--- src/rtl/seqdet_pkg.sv ---
// -----------------------------------------------------------------------------
// seqdet_pkg
// Shared definitions for the parameterised serial sequence detector:
//   - MAX_PAT_LEN : widest pattern supported (8 bits)
//   - state_t     : control FSM states (S_IDLE, S_RUN)
//   - seg_code()  : progress digit to active-low {a,b,c,d,e,f,g} segment code
// -----------------------------------------------------------------------------
package seqdet_pkg;

    localparam int MAX_PAT_LEN = 8;

    typedef enum logic [0:0] {
        S_IDLE = 1'b0,
        S_RUN  = 1'b1
    } state_t;

    // Digits above 8 cannot occur; they blank the display.
    function automatic logic [6:0] seg_code(input logic [3:0] digit);
        logic [6:0] code;
        case (digit)
            4'd0:    code = 7'b0000001;
            4'd1:    code = 7'b1001111;
            4'd2:    code = 7'b0010010;
            4'd3:    code = 7'b0000110;
            4'd4:    code = 7'b1001100;
            4'd5:    code = 7'b0100100;
            4'd6:    code = 7'b0100000;
            4'd7:    code = 7'b0001111;
            4'd8:    code = 7'b0000000;
            default: code = 7'b1111111;
        endcase
        return code;
    endfunction

endpackage

--- src/rtl/seqdet_if.sv ---
// -----------------------------------------------------------------------------
// seqdet_if
// Data/control bundle of the sequence detector.
//   x         : serial data bit (sampled on ticks only)
//   pattern   : new pattern, bit PAT_LEN-1 is the first bit expected
//   pat_load  : one-clk strobe latching pattern
//   y         : one-clk match pulse
//   seg       : active-low 7-segment code of the progress digit
//   tick      : square wave toggling on every sample tick
//   match_cnt : number of matches (8-bit, wrapping)
// master = stimulus side, slave = detector side.
// -----------------------------------------------------------------------------
interface seqdet_if #(
    parameter int PAT_LEN = 4
);
    logic               x;
    logic [PAT_LEN-1:0] pattern;
    logic               pat_load;
    logic               y;
    logic [6:0]         seg;
    logic               tick;
    logic [7:0]         match_cnt;

    modport master (
        output x, pattern, pat_load,
        input  y, seg, tick, match_cnt
    );

    modport slave (
        input  x, pattern, pat_load,
        output y, seg, tick, match_cnt
    );
endinterface

--- src/rtl/seqdet_tick_gen.sv ---
// -----------------------------------------------------------------------------
// seqdet_tick_gen
// Clock divider producing the sample strobe of the sequence detector.
//   clk      : system clock, rising edge
//   rst      : synchronous active-high reset
//   o_strobe : high for one clk while the divider sits at DIV_MAX-1
//   o_tick   : registered square wave, toggles on every strobe
// -----------------------------------------------------------------------------
module seqdet_tick_gen #(
    parameter int DIV_MAX = 20000000
) (
    input  logic clk,
    input  logic rst,
    output logic o_strobe,
    output logic o_tick
);

    localparam int CW = $clog2(DIV_MAX);

    logic [CW-1:0] r_div;
    logic          r_tick;
    logic          w_wrap;

    assign w_wrap = (r_div == CW'(DIV_MAX - 1));

    // Free-running divider that returns to zero in the strobe clock; tick follows it
    always_ff @(posedge clk) begin
        if (rst) begin
            r_div  <= {CW{1'b0}};
            r_tick <= 1'b0;
        end else if (w_wrap) begin
            r_div  <= {CW{1'b0}};
            r_tick <= ~r_tick;
        end else begin
            r_div  <= r_div + CW'(1);
            r_tick <= r_tick;
        end
    end

    assign o_strobe = w_wrap;
    assign o_tick   = r_tick;

endmodule

--- src/rtl/seq_detector_param.sv ---
// -----------------------------------------------------------------------------
// seq_detector_param
// Serial pattern detector sampling x once per divided tick.
// Parameters:
//   PAT_LEN     : pattern length, 2..8
//   DEFAULT_PAT : pattern loaded at reset
//   OVERLAP     : 1 = overlapping matches, 0 = history cleared after a match
//   DIV_MAX     : system clocks per sample tick, >= 2
// Ports:
//   clk, rst    : system clock and synchronous active-high reset
//   bus (slave) : x, pattern, pat_load in; y, seg, tick, match_cnt out
// Build option:
//   SEQDET_MATCH_CNT_EN : when defined, match_cnt counts matches (wrapping);
//                         otherwise match_cnt is constant zero.
// -----------------------------------------------------------------------------
module seq_detector_param #(
    parameter int                 PAT_LEN     = 4,
    parameter logic [PAT_LEN-1:0] DEFAULT_PAT = 4'b0001,
    parameter int                 OVERLAP     = 1,
    parameter int                 DIV_MAX     = 20000000
) (
    input  logic     clk,
    input  logic     rst,
    seqdet_if.slave  bus
);
    import seqdet_pkg::*;

    localparam int CNT_W = $clog2(MAX_PAT_LEN + 1);

    // True when the newest k history bits equal the first k pattern bits.
    function automatic logic prefix_ok(input logic [PAT_LEN-1:0] h,
                                       input logic [PAT_LEN-1:0] p,
                                       input int                 k);
        logic [PAT_LEN-1:0] mask;
        mask = (PAT_LEN'(1) << k) - PAT_LEN'(1);
        return ((h & mask) == (p >> (PAT_LEN - k)));
    endfunction

    logic               w_strobe;
    logic               w_tick;
    state_t             r_state;
    logic [PAT_LEN-1:0] r_pat;
    // Only the newest PAT_LEN-1 samples are stored: the oldest bit of the
    // window is shifted out by the same sample that would compare it.
    logic [PAT_LEN-2:0] r_hist;
    logic [CNT_W-1:0]   r_cnt;
    logic [CNT_W-1:0]   r_prog;
    logic               r_y;
    logic [6:0]         r_seg;

    logic [PAT_LEN-1:0] w_hist_next;
    logic [CNT_W-1:0]   w_cnt_next;
    logic [CNT_W-1:0]   w_prog_scan;
    logic [CNT_W-1:0]   w_prog_next;
    logic               w_sample;
    logic               w_match;

    seqdet_tick_gen #(
        .DIV_MAX (DIV_MAX)
    ) u_tick_gen (
        .clk      (clk),
        .rst      (rst),
        .o_strobe (w_strobe),
        .o_tick   (w_tick)
    );

    // Post-shift view of the window: history, saturated count, match and progress
    always_comb begin
        w_hist_next = {r_hist, bus.x};
        w_cnt_next  = (r_cnt < CNT_W'(PAT_LEN)) ? (r_cnt + CNT_W'(1)) : r_cnt;
        w_sample    = w_strobe && !bus.pat_load && (r_state == S_RUN);
        w_match     = (w_cnt_next == CNT_W'(PAT_LEN)) && (w_hist_next == r_pat);
        w_prog_scan = {CNT_W{1'b0}};
        // Ascending scan keeps the largest qualifying prefix length
        for (int k = 1; k < PAT_LEN; k++) begin
            w_prog_scan = ((CNT_W'(k) <= w_cnt_next) && prefix_ok(w_hist_next, r_pat, k))
                          ? CNT_W'(k) : w_prog_scan;
        end
        w_prog_next = w_match ? CNT_W'(PAT_LEN) : w_prog_scan;
    end

    // Control FSM: pattern load, sampling, match pulse and progress register
    always_ff @(posedge clk) begin
        if (rst) begin
            r_state <= S_IDLE;
            r_pat   <= DEFAULT_PAT;
            r_hist  <= {(PAT_LEN-1){1'b0}};
            r_cnt   <= {CNT_W{1'b0}};
            r_prog  <= {CNT_W{1'b0}};
            r_y     <= 1'b0;
        end else if (bus.pat_load) begin
            // Load wins over a coincident strobe; that sample is dropped
            r_state <= S_RUN;
            r_pat   <= bus.pattern;
            r_hist  <= {(PAT_LEN-1){1'b0}};
            r_cnt   <= {CNT_W{1'b0}};
            r_prog  <= {CNT_W{1'b0}};
            r_y     <= 1'b0;
        end else begin
            case (r_state)
                S_IDLE: begin
                    // First strobe after reset only arms the detector
                    r_state <= w_strobe ? S_RUN : S_IDLE;
                    r_y     <= 1'b0;
                end
                S_RUN: begin
                    r_state <= S_RUN;
                    if (w_sample) begin
                        r_y    <= w_match;
                        r_prog <= w_prog_next;
                        if (w_match && (OVERLAP == 0)) begin
                            r_hist <= {(PAT_LEN-1){1'b0}};
                            r_cnt  <= {CNT_W{1'b0}};
                        end else begin
                            r_hist <= w_hist_next[PAT_LEN-2:0];
                            r_cnt  <= w_cnt_next;
                        end
                    end else begin
                        r_y <= 1'b0;
                    end
                end
                default: begin
                    r_state <= S_IDLE;
                    r_y     <= 1'b0;
                end
            endcase
        end
    end

    // Display register: progress digit decoded one clk after it changes
    always_ff @(posedge clk) begin
        if (rst) begin
            r_seg <= 7'b0000001;
        end else begin
            r_seg <= seg_code(r_prog);
        end
    end

`ifdef SEQDET_MATCH_CNT_EN
    logic [7:0] r_match_cnt;

    // Match counter, wraps from 255 to 0 through natural 8-bit overflow
    always_ff @(posedge clk) begin
        if (rst) begin
            r_match_cnt <= 8'd0;
        end else if (w_sample && w_match) begin
            r_match_cnt <= r_match_cnt + 8'd1;
        end else begin
            r_match_cnt <= r_match_cnt;
        end
    end

    assign bus.match_cnt = r_match_cnt;
`else
    assign bus.match_cnt = 8'd0;
`endif

    assign bus.y    = r_y;
    assign bus.seg  = r_seg;
    assign bus.tick = w_tick;

endmodule
--- src/flat_wrapper.sv ---
// flat-port wrapper written by rule: the top's interface ports become plain ports
module seq_detector_param_flat import seqdet_pkg::*;
#(
    parameter int                 PAT_LEN     = 4,
    parameter logic [PAT_LEN-1:0] DEFAULT_PAT = 4'b0001,
    parameter int                 OVERLAP     = 1,
    parameter int                 DIV_MAX     = 20000000
)
  (clk, rst, bus_x, bus_pattern, bus_pat_load, bus_y, bus_seg, bus_tick, bus_match_cnt);
  seqdet_if #(.PAT_LEN(PAT_LEN)) bus_i ();
  input  logic clk;
  input  logic rst;
  input wire logic [$bits(bus_i.x)-1:0] bus_x;
  input wire logic [$bits(bus_i.pattern)-1:0] bus_pattern;
  input wire logic [$bits(bus_i.pat_load)-1:0] bus_pat_load;
  output wire logic [$bits(bus_i.y)-1:0] bus_y;
  output wire logic [$bits(bus_i.seg)-1:0] bus_seg;
  output wire logic [$bits(bus_i.tick)-1:0] bus_tick;
  output wire logic [$bits(bus_i.match_cnt)-1:0] bus_match_cnt;
  assign bus_i.x = bus_x;
  assign bus_i.pattern = bus_pattern;
  assign bus_i.pat_load = bus_pat_load;
  assign bus_y = bus_i.y;
  assign bus_seg = bus_i.seg;
  assign bus_tick = bus_i.tick;
  assign bus_match_cnt = bus_i.match_cnt;
  seq_detector_param #(.PAT_LEN(PAT_LEN), .DEFAULT_PAT(DEFAULT_PAT), .OVERLAP(OVERLAP), .DIV_MAX(DIV_MAX)) u_core (.clk(clk), .rst(rst), .bus(bus_i));
endmodule
--- config.mk ---
export PLATFORM = sky130hd
export DESIGN_NAME = seq_detector_param_flat
export DESIGN_NICKNAME = d
export VERILOG_FILES = /design/src/rtl/seqdet_pkg.sv /design/src/rtl/seqdet_if.sv /design/src/rtl/seqdet_tick_gen.sv /design/src/rtl/seq_detector_param.sv /design/src/flat_wrapper.sv
export SDC_FILE = /design/constraint.sdc
export NUM_CORES = 1
export LEC_CHECK = 0
export ABC_CLOCK_PERIOD_IN_PS = 2660
export CAP_MARGIN = 20
export CORE_MARGIN = 8
export CORE_UTILIZATION = 56
export CTS_CLUSTER_DIAMETER = 80
export CTS_CLUSTER_SIZE = 28
export DETAILED_ROUTE_END_ITERATION = 8
export PLACE_DENSITY = 0.85
export REMOVE_ABC_BUFFERS = 1
export SYNTH_ARGS = -nofsm -noshare
export SYNTH_HDL_FRONTEND = slang
export SYNTH_HIERARCHICAL = 1
export SYNTH_SLANG_ARGS = --single-unit
--- constraint.sdc ---
create_clock -name clk -period 2.66 [get_ports clk]
set_clock_uncertainty 0.1 [all_clocks]
set_input_delay 0.266 -clock clk [delete_from_list [all_inputs] [get_ports clk]]
set_output_delay 0.266 -clock clk [all_outputs]
set_load 0.02 [all_outputs]
# Yosys cells after proc, flatten, opt, wreduce, memory -nomap -nowiden
# Memories as Yosys holds them, arrays and structs flattened. A register that Yosys moved wholly into a read port is not among the register bits.
# Cells that the tools add are included.
[totals] memories=1 output_inout_bits=17 wordCells=43 mem_bits_ro=112 reg_bits=43 in_bits=8
[mem_list] memory="(no name shown)" depth=16 width=7 rd=1 rd_ports_with_merged_regs=1 write_ports=0 line_no="seqdet_pkg.sv:20" text="case (digit)"
[classes] add_sub_neg=2 muxes=10 order_cmp=4 bitwise=2 n_eq_ne=6 n_reduce_logical=10
[op_table] cell="$add A25 B1 Y25 const B" n=1
[op_table] cell="$eq A25 B25 Y1 const B" n=1
[op_table] cell="$mux W4" n=4
[op_table] cell="$le A2 B4 Y1 const A" n=2
[op_table] cell="$logic_and A1 B1 Y1" n=6
[op_table] cell="$add A4 B1 Y4 const B" n=1
[op_table] cell="$eq A4 B3 Y1 const B" n=1
[op_table] cell="$eq A4 B4 Y1" n=1
[op_table] cell="$le A1 B4 Y1 const A" n=1
[op_table] cell="$lt A4 B3 Y1 const B" n=1
[op_table] cell="$mux W1" n=4
[op_table] cell="$pmux W1 S2" n=2
[op_table] cell="$reduce_or A2 Y1" n=2
[op_table] cell="$eq A3 B3 Y1" n=1
[op_table] cell="$eq A2 B2 Y1" n=1
[op_table] cell="$not A1 Y1" n=2
[op_table] cell="$reduce_and A2 Y1" n=1
[op_table] cell="$eq A1 B1 Y1" n=1
[op_table] cell="$logic_not A1 Y1" n=1

# Longest topological paths before layout
# Gate-level depths: netlist of run 1.
[depth] depth_word=8 ltp_mapped=9 depth_no_buf=8

# Cells and area by module
# Netlist of run 1, hierarchy kept.
[by_module_without_submodules] mod="seqdet_tick_gen" instances=1 area_each_um2=1270.0 cells_per_inst=140 seq_area_each_um2=520.5
[by_module_without_submodules] mod="seq_detector_param" instances=1 area_each_um2=1204.9 cells_per_inst=130 seq_area_each_um2=460.4

# Worst setup path before layout of run 1
# OpenSTA, ideal clock, no wires.
[synth_path] path_kind="register -> register" startpoint="register u_core.u_tick_gen.r_div[0]" endpoint="register u_core.r_cnt[1]" setup_time_ps=114 required_ps=2446 path_stages_with_launch=10 arrival_time_ps=1967 n_path_buf=1 slack_ps=479 period_less_slack_ps=2181 path_cell_list="dfxtp_1 > ha_1 > and3_1 > buf_2 > nand4_1 > nor2_1 > nand2_1 > nor3_1 > mux2i_1 > nor2_1"
[synth_between] elab_chain_cells=4
[synth_lines] item="start: declaration" line_no="seqdet_tick_gen.sv:20" text="logic [CW-1:0] r_div;"
[synth_lines] item="start signal: assignment" line_no="seqdet_tick_gen.sv:29" text="r_div <= {CW{1'b0}};"
[synth_lines] item="start signal: assignment" line_no="seqdet_tick_gen.sv:32" text="r_div <= {CW{1'b0}};"
[synth_lines] item="start signal: assignment" line_no="seqdet_tick_gen.sv:35" text="r_div <= r_div + CW'(1);"
[synth_lines] item="$eq A25 B25 Y1" line_no="seqdet_tick_gen.sv:24" text="assign w_wrap = (r_div == CW'(DIV_MAX - 1));"
[synth_lines] item="via u_core.w_strobe" line_no="seq_detector_param.sv:39" text="logic w_strobe;"
[synth_lines] item="$logic_and A1 B1 Y1 (2 in series)" line_no="seq_detector_param.sv:71" text="w_sample = w_strobe && !bus.pat_load && (r_state == S_RUN);"
[synth_lines] item="$reduce_and A2 Y1 (no source line)"
[synth_lines] item="end signal: assignment" line_no="seq_detector_param.sv:88" text="r_cnt <= {CNT_W{1'b0}};"
[synth_lines] item="end signal: assignment" line_no="seq_detector_param.sv:96" text="r_cnt <= {CNT_W{1'b0}};"
[synth_lines] item="end signal: assignment" line_no="seq_detector_param.sv:113" text="r_cnt <= {CNT_W{1'b0}};"
[synth_lines] item="end: declaration" line_no="seq_detector_param.sv:46" text="logic [CNT_W-1:0] r_cnt;"
# The timed path passes the listed nets, and every way through them passes these cells.
# A chain may end at the register's enable or synchronous reset.

# Worst setup path in the final report of run 1
[layout_path] startpoint="register u_core.u_tick_gen.r_div[12]" endpoint="register u_core.r_cnt[1]"
# The elaborated chain is that of the path after synthesis.

==> impl_metrics.env, run 1 <==
export IMPL_crit_buf_inv=1
export IMPL_ys_types=52
export IMPL_synthTopCellsByArea="dfxtp_1, xor2_1, nor2_1"
export IMPL_drt_iter0_markers=204
export IMPL_firstDrtPassIters=4
export IMPL_drc=0
export IMPL_synth_edf_count=0
export IMPL_port_buffers=16
export IMPL_layout_common_cells="dfxtp_1, nor2_1, a21oi_1"
export IMPL_crit_chain="nor4b_1 -> nand4_1 -> nor2_1 -> buf_4 -> nand2_1 -> nor3_1 -> mux2i_1 -> nor2_1"
export IMPL_syn_avg_cell_area_sq_um=9.17
export IMPL_multi_input_area_sq_um=1340
export IMPL_synth_top_area_share_pct=39.6
export IMPL_whs_ns=0.379
export IMPL_coreArea_sq_um=4290
export IMPL_synthCells=270
export IMPL_status="finished, final reports clean"
export IMPL_overflow=0
export IMPL_path_max_fanout=7
export IMPL_cts_root_buf="clkbuf_8"
export IMPL_finalCritPeriodShare_pct=84.7
export IMPL_routabilityCongestion=0.915
export IMPL_cts_resized=0
export IMPL_hold_buffers=0
export IMPL_wire_per_inst_microns=14.6
export IMPL_yosys_warnings=6
export IMPL_die_area_sq_um=6800
export IMPL_max_freq_ghz=0.444
export IMPL_hold_violations=0
export IMPL_cts_tree="done"
export IMPL_cp_arrival_ns=2.35
export IMPL_synth_area_sq_um=2470
export IMPL_ys_async_sr_fraction_pct=0
export IMPL_max_slew_worst_pin_slew_ns=0.575
export IMPL_slowest_delay_ns=0.39
export IMPL_insertion_delay_ns=0.30
export IMPL_hp_class="reg -> reg"
export IMPL_routed_via_density=5.74
export IMPL_yosysTopAreaCell="dfxtp_1"
export IMPL_std_cell_rows=24
export IMPL_io_pins=25
export IMPL_worstPathRequired_ns=2.76
export IMPL_setup_violations=0
export IMPL_cellLeakagePower_nw=1.01
export IMPL_setup_worst_path_end_class="register"
export IMPL_critical_path_top_delay_family="simple AND/OR/NAND/NOR gates"
export IMPL_rsz0062_at_grt="no"
export IMPL_antenna_found_initial=0
export IMPL_ir_worst_vdd_mv=0.364
export IMPL_initial_utilization_pct=57.6
export IMPL_worstSetupStartpointType="register"
export IMPL_p_per_area_nw_per_um2=528
export IMPL_cts_sinks=49
export IMPL_die_w_microns=82.5
export IMPL_regToRegSetupSlack_ns=0.41
export IMPL_post_dp_hpwl_microns=3520
export IMPL_fillers=358
export IMPL_cts_htree_levels=2
export IMPL_drv_cap=0
export IMPL_vias=1939
export IMPL_die_h_microns=82.5
export IMPL_slew_viol_final=0
export IMPL_regArea_sq_um=981
export IMPL_relSlewSlack_pct=61.3
export IMPL_ys_seq_area_share_pct=39.6
export IMPL_nets=300
export IMPL_wl_microns=4940
export IMPL_synth_flop_cell="dfxtp_1"
export IMPL_slowest_stage="dfxtp_1"
export IMPL_drive_gt1_share_pct=11.5
export IMPL_ant_nets=0
export IMPL_finalCriticalPeriod_ns=2.25
export IMPL_grt_pass1_vias=1855
export IMPL_tns_ns=0
export IMPL_syn_to_final_growth_pct=10.7
export IMPL_final_common_cell="dfxtp_1"
export IMPL_ys_seq_elements=49
export IMPL_post_cts_buffers=0
export IMPL_grt_pass1_wl_microns=8360
export IMPL_diodes=0
export IMPL_cts_made_buffers=5
export IMPL_worst_path_most_repeated_cell="nor2_1"
export IMPL_grt_start_max_net_pins=19
export IMPL_critPathKind="reg -> reg"
export IMPL_grt_usage_pct=15.5
export IMPL_cts_buffer_depth=2
export IMPL_power_mw=1.45
export IMPL_clkTransAtPathRegs_ns=0.09
==> cell families after synthesis <==
group,after synthesis,synth area share (%)
fa+ha+maj,7,3.54
mux,5,2.22
other cells,1,0.152
flops,49,39.6
compound gates,47,12.2
simple gates,112,27.0
buf+inv,27,7.48
xor+xnor,22,7.79
==> stage by stage <==
step           util, %  setup slack, ns  cells  area, sq um
3_5_place_dp      60.7            0.489    330         2610
4_1_cts           63.8            0.460    338         2740
3_3_place_gp      60.7            0.570    330         2610
5_1_grt           63.8            0.255    338         2740
2_1_floorplan        -            0.441    257         2340
6_report          63.8            0.406    338         2740
==> final cells by class <==
class | count | share of cell area (%)
Clock buffer | 5 | 2.51
Clock inverter | 3 | 2.38
Inverter | 7 | 0.959
Sequential cell | 49 | 35.8
Multi-Input combinational cell | 201 | 48.7
Timing Repair Buffer | 21 | 7.22
Tap cell | 52 | 2.38
==> registers in the layout (all words and copies together), names as in the netlist <==
| signal | count |
|---|---|
| u_core/bus.seg | 7 |
| u_core/bus.y | 1 |
| u_core/r_cnt | 4 |
| u_core/r_hist | 3 |
| u_core/r_pat | 4 |
| u_core/r_prog | 3 |
| u_core/r_state | 1 |
| u_core/u_tick_gen/o_tick | 1 |
| u_core/u_tick_gen/r_div | 25 |
==> synth_stat cells (5+ instances only) <==
library cell and instances:
dfxtp_1 49, ha_1 7, a21oi_1 20, o31ai_1 5, buf_6 6, xnor2_1 8
o21ai_0 9, nand4_1 8, nand2_1 12, or3_1 5, xor2_1 14, buf_4 9
nand3_1 12, nor3_1 7, inv_1 7, nor2_1 30
==> per-layer routing <==
| layer | vias to the layer above | track usage (%) | share of wire, % |
|---|---|---|---|
| met2 | 63 | 24.0 | 46 |
| li1 | 972 | - | - |
| met3 | 11 | 3.90 | 6.1 |
| met1 | 893 | 19.6 | 46 |
| met5 | - | 0 | 0 |
| met4 | 0 | 7.54 | 2.4 |
==> worst paths after layout <==
path | start | to | cells after the start
worst max register to register | u_core/u_tick_gen/r_div[12] | u_core/r_cnt[1] | 8
worst min-delay path | u_core/u_tick_gen/r_div[0] | u_core/u_tick_gen/r_div[0] | 1
worst min register to register | u_core/u_tick_gen/r_div[0] | u_core/u_tick_gen/r_div[0] | 1
worst max-delay path | u_core/u_tick_gen/r_div[12] | u_core/r_cnt[1] | 8
==> power by group <==
group	internal [mW]	switching, mW	total (mW)
Combinational	0.0299	0.0424	0.0723
Clock	0.373	0.249	0.622
Sequential	0.742	0.0110	0.753
Note: power is estimated with default switching activity, not from simulation.
==> run 2, diff against run 1 <==
Settings changed: ABC_CLOCK_PERIOD_IN_PS 2660 to 1900, CORE_UTILIZATION 56 to 51, PLACE_DENSITY 0.85 to 0.82.
Clock period 2.66 ns to 1.9 ns, I/O delays scaled along.
==> run 2 against run 1 <==
Setup slack lost 0.34 ns. Via count grew 5.9%. Global-route usage shrank 1.3 points. Critical path type unchanged. Sequential share of layout area shrank 2.9 points. Final cell count grew 6.8%. First-iteration DRC count shrank 13%. Clock-buffer cell count is the same. Design area grew 9.0%.
==> impl_metrics.env, run 2 (synthesized netlist as in run 1, its figures left out) <==
export IMPL_status="finished, final reports clean"
export IMPL_p_per_area_nw_per_um2=693
export IMPL_dpl_cell_area_sq_um=2780
export IMPL_syn_to_final_growth_pct=20.7
export IMPL_cellLeakagePower_nw=1.12
export IMPL_pwr_share_clk_pct=43.3
export IMPL_max_freq_ghz=0.544
export IMPL_critPathKind="reg -> reg"
export IMPL_drv_cap=0
export IMPL_cts_htree_levels=2
export IMPL_overflow=0
export IMPL_drc=0
export IMPL_die_area_sq_um=7340
export IMPL_crit_chain="ha_1 -> and3_4 -> buf_4 -> nand4_4 -> or4_1 -> a21oi_1"
export IMPL_pwr_share_seq_pct=51.0
export IMPL_cts_buffer_depth=2
export IMPL_firstDrtPassIters=4
export IMPL_die_w_microns=85.7
export IMPL_sw_frac_of_total_pct=21.6
export IMPL_grt_start_max_net_pins=25
export IMPL_finalCriticalPeriod_ns=1.84
export IMPL_grt_pass1_vias=1882
export IMPL_p_comb_share_pct=5.7
export IMPL_grt_usage_pct=14.2
export IMPL_die_h_microns=85.7
export IMPL_intPower_mw=1.62
export IMPL_post_dp_hpwl_microns=3730
export IMPL_slew_viol_final=0
export IMPL_routed_via_density=5.69
export IMPL_path_max_fanout=10
export IMPL_cts_root_buf="clkbuf_8"
export IMPL_worstSetupStartpointType="register"
export IMPL_wire_per_inst_microns=14.6
export IMPL_routabilityCongestion=0.870
export IMPL_io_pins=25
export IMPL_drive_gt1_share_pct=21.2
export IMPL_finalCritPeriodShare_pct=96.7
export IMPL_antenna_found_initial=0
export IMPL_cp_arrival_ns=1.97
export IMPL_largest_reg_flops=25
export IMPL_std_cell_rows=25
export IMPL_layout_common_cells="dfxtp_1, nor2_1, buf_4"
export IMPL_setup_worst_path_end_class="register"
export IMPL_ir_worst_vdd_mv=0.358
export IMPL_clkTransAtPathRegs_ns=0.10
export IMPL_worstPathRequired_ns=2.03
export IMPL_setup_ws_ns=0.0618
export IMPL_port_buffers=16
export IMPL_coreArea_sq_um=4690
export IMPL_setup_violations=0
export IMPL_hp_class="in -> reg"
export IMPL_vias=2054
export IMPL_slowest_delay_ns=0.43
export IMPL_cts_sinks=49
export IMPL_stdcell_area_sq_um=2990
export IMPL_insertion_delay_ns=0.31
export IMPL_grt_pass1_wl_microns=8540
export IMPL_initial_utilization_pct=52.7
export IMPL_ant_nets=0
export IMPL_largest_register="u_core/u_tick_gen/r_div"
export IMPL_final_common_cell="dfxtp_1"
export IMPL_p_sw_uw=448
export IMPL_diodes=0
export IMPL_slowest_stage="or4_1"
export IMPL_cts_tree="done"
export IMPL_drt_iter0_markers=177
export IMPL_nets=321
export IMPL_cts_made_buffers=5
export IMPL_hold_violations=0
export IMPL_wl_microns=5270
export IMPL_dp_slack_ns=-0.0339
[run 2: area by class of cell]
class,instances,area (sq um)
well taps,54,67.6
fillers,379,1710
inverters,7,26.3
repair buffers,42,368
multi-input cells,201,1400
clock inverters,3,68.8
flip-flops and latches,49,983
clock buffers,5,68.8
[run 2: layer usage]
metal,vias to the layer above,part of all wire (%),global-route usage (%)
met1,979,44,16.7
met4,0,1.7,5.57
li1,1019,-,-
met3,9,5.3,4.30
met5,-,0,0
met2,47,49,23.4
[run 2: path summary, 6_finish.rpt]
path	from	to	slack, ns	cells after the start
max	u_core/u_tick_gen/r_div[1]	u_core/u_tick_gen/r_div[18]	0.06	6
min reg2reg	u_core/r_hist[2]	u_core/r_hist[2]	0.38	2
min	bus_pattern[0]	u_core/r_pat[0]	0.36	2
max reg2reg	u_core/u_tick_gen/r_div[1]	u_core/u_tick_gen/r_div[18]	0.06	6
[run 2: what timing repair did]
| item | CTS | global route |
|---|---|---|
| pin swaps | 0 | 2 |
| buffers inserted | 0 | 0 |
| resized for setup | 4 | 12 |
| cloned | 0 | 0 |
| hold buffers | 0 | 0 |
| setup endpoints to repair | 4 | 8 |
[run 2: power by group through the flow]
stage          clock network (mW)  registers, mW  logic, mW
3_5_place_dp                    0           1.08      0.113
5_1_grt                     0.948           1.06      0.129
6_report                    0.897           1.05      0.119
2_1_floorplan                   0           1.07     0.0619
4_1_cts                     0.911           1.05      0.117
3_3_place_gp                    0           1.08      0.109
[run 2: critical path, delay by kind of cell, from the launching register on]
family          cells  cell delay [ns]
buf+inv             1             0.15
fa+ha+maj           1             0.17
flops               1             0.35
simple gates        3             0.78
compound gates      1             0.22
[run 2: through the flow]
stage	power (mW)	hold slack, ns	TNS, ns	std cells	utilization (%)
after floorplan	1.14	0.159	-2.41	257	-
after global placement	1.19	0.356	0	353	59.2
after detailed placement	1.19	0.361	-0.0441	353	59.2
after CTS	2.08	0.358	0	361	62.6
after global routing	2.13	0.351	-0.0715	361	63.7
final	2.07	0.362	0	361	63.7
==> run 3, diff against run 2 <==
Settings changed: PLACE_DENSITY 0.82 to 0.77.
==> run 3 against run 2 <==
Setup slack got worse by 0.0073 ns. Worst hold slack better by 0.022 ns. Clock power fell by 35%. Critical endpoint is now u_core/r_prog[1].
==> impl_metrics.env, run 3 (synthesized netlist as in run 1, its figures left out) <==
export IMPL_regToRegSetupSlack_ns=0.05
export IMPL_finalCritPeriodShare_pct=97.1
export IMPL_firstDrtPassIters=4
export IMPL_syn_to_final_growth_pct=20.4
export IMPL_overflow=0
export IMPL_std_cell_rows=25
export IMPL_worstSetupStartpointType="register"
export IMPL_ant_nets=0
export IMPL_cts_sinks=49
export IMPL_wire_per_inst_microns=15.1
export IMPL_worstPathRequired_ns=2.05
export IMPL_crit_chain="ha_4 -> and3_4 -> nand4_1 -> nor2_2 -> nand2_2 -> or2_2 -> nor2_2 -> a31o_1"
export IMPL_p_per_area_nw_per_um2=590
export IMPL_whs_ns=0.384
export IMPL_grt_usage_pct=14.7
export IMPL_reg2reg_from="u_core/u_tick_gen/r_div[0]"
export IMPL_cts_htree_levels=2
export IMPL_diodes=0
export IMPL_critPathKind="reg -> reg"
export IMPL_post_cts_buffers=0
export IMPL_critical_path_top_delay_family="simple AND/OR/NAND/NOR gates"
export IMPL_grt_pass1_vias=1970
export IMPL_drt_iter0_markers=131
export IMPL_holdPathEnd="u_core/r_pat[0]"
export IMPL_nets=324
export IMPL_slowest_delay_ns=0.36
export IMPL_slew_viol_final=0
export IMPL_drv_cap=0
export IMPL_vias=2112
export IMPL_worst_path_most_repeated_cell="nor2_2"
export IMPL_antenna_found_initial=0
export IMPL_drive_gt1_share_pct=22.3
export IMPL_finalCriticalPeriod_ns=1.85
export IMPL_whs_path_depth=2
export IMPL_hold_buffers=0
export IMPL_r2r_cells=8
export IMPL_pwr_share_clk_pct=33.1
export IMPL_slowest_stage="dfxtp_2"
export IMPL_setup_worst_path_end_class="register"
export IMPL_routabilityCongestion=0.801
export IMPL_sw_frac_of_total_pct=22.9
export IMPL_routed_via_density=5.80
export IMPL_p_comb_share_pct=6.8
export IMPL_max_freq_ghz=0.542
export IMPL_layout_common_cells="dfxtp_1, nor2_1, buf_4"
export IMPL_cts_buffer_depth=2
export IMPL_largest_register="u_core/u_tick_gen/r_div"
export IMPL_status="finished, final reports clean"
export IMPL_die_w_microns=85.7
export IMPL_port_buffers=16
export IMPL_crit_buf_inv=0
export IMPL_ir_worst_vdd_mv=0.304
export IMPL_setup_violations=0
export IMPL_min_from="bus_pattern[0]"
export IMPL_drc=0
export IMPL_cp_arrival_ns=1.99
export IMPL_power_mw=1.76
export IMPL_die_h_microns=85.7
export IMPL_cellLeakagePower_nw=1.12
export IMPL_grt_pass1_wl_microns=8860
export IMPL_hp_class="in -> reg"
export IMPL_io_pins=25
export IMPL_hold_violations=0
export IMPL_initial_utilization_pct=52.7
export IMPL_regToRegEndpoint="u_core/r_prog[1]"
export IMPL_path_max_fanout=4
export IMPL_p_sw_uw=403
export IMPL_rsz0062_at_grt="yes"
export IMPL_pwr_share_seq_pct=60.0
export IMPL_clkTransAtPathRegs_ns=0.08
export IMPL_coreArea_sq_um=4690
export IMPL_largest_reg_flops=25
export IMPL_final_common_cell="dfxtp_1"
export IMPL_cts_made_buffers=5
export IMPL_grt_start_max_net_pins=25
export IMPL_cts_tree="done"
export IMPL_cts_root_buf="clkbuf_8"
export IMPL_insertion_delay_ns=0.30
export IMPL_intPower_mw=1.36
export IMPL_die_area_sq_um=7340
export IMPL_wl_microns=5480
export IMPL_post_dp_hpwl_microns=3810
[run 3: cell count changes in the layout (fill, tap and decap cells not counted), sizes merged]
cell and change:
clkbuf +3, buf +2, bufinv -2, inv -1, nand4 +1
[run 3: through the flow]
stage / setup slack (ns) / cells / util (%) / cell area [sq um] / TNS (ns)
floorplan: -0.319 / 257 / - / 2340 / -2.41
global placement: 0.0595 / 355 / 59.5 / 2790 / 0
detailed placement: 0.000792 / 355 / 59.5 / 2790 / 0
CTS: 0.00426 / 363 / 61.4 / 2880 / 0
global route: -0.0387 / 364 / 63.5 / 2980 / -0.0889
finish: 0.0545 / 364 / 63.5 / 2980 / 0
[run 3: layout make-up]
cell class / count / area [sq um]
clock buffer: 8 / 80.1
fill: 385 / 1710
inverter: 7 / 26.3
multi-input combinational: 202 / 1440
sequential: 49 / 985
tap: 54 / 67.6
timing repair buffer: 44 / 383
[run 3: routing by layer]
layer / GRT usage (%) / vias to the layer above / share of wire (%)
li1: - / 1028 / -
met1: 17.8 / 1003 / 46
met2: 24.7 / 72 / 48
met3: 3.15 / 9 / 5.2
met4: 6.05 / 0 / 1.2
met5: 0 / - / 0
[run 3: worst max path at each step]
stage                                     start               end  slack (ns)  cells past startpoint
floorplan            u_core/u_tick_gen/r_div[0]   u_core/r_cnt[1]       -0.32                      8
global placement                u_core/r_cnt[0]  u_core/r_prog[0]        0.06                      5
detailed placement  u_core/u_tick_gen/r_div[17]   u_core/r_cnt[1]      0.0008                      8
CTS                  u_core/u_tick_gen/r_div[0]  u_core/r_prog[1]       0.004                      8
global route         u_core/u_tick_gen/r_div[0]  u_core/r_prog[0]       -0.04                      8
finish               u_core/u_tick_gen/r_div[0]  u_core/r_prog[1]        0.05                      8
[run 3: what timing repair did]
| item | 4_1_cts | 5_1_grt |
|---|---|---|
| gates cloned | 0 | 1 |
| pin swaps | 0 | 2 |
| setup endpoints to repair | 3 | 7 |
| gates resized for setup | 3 | 15 |
[run 3: power by group through the flow]
stage	sequential [mW]	combinational, mW	clock (mW)
finish	1.05	0.120	0.583
global route	1.06	0.132	0.639
CTS	1.05	0.113	0.604
detailed placement	1.08	0.112	0
global placement	1.08	0.109	0
floorplan	1.07	0.0619	0
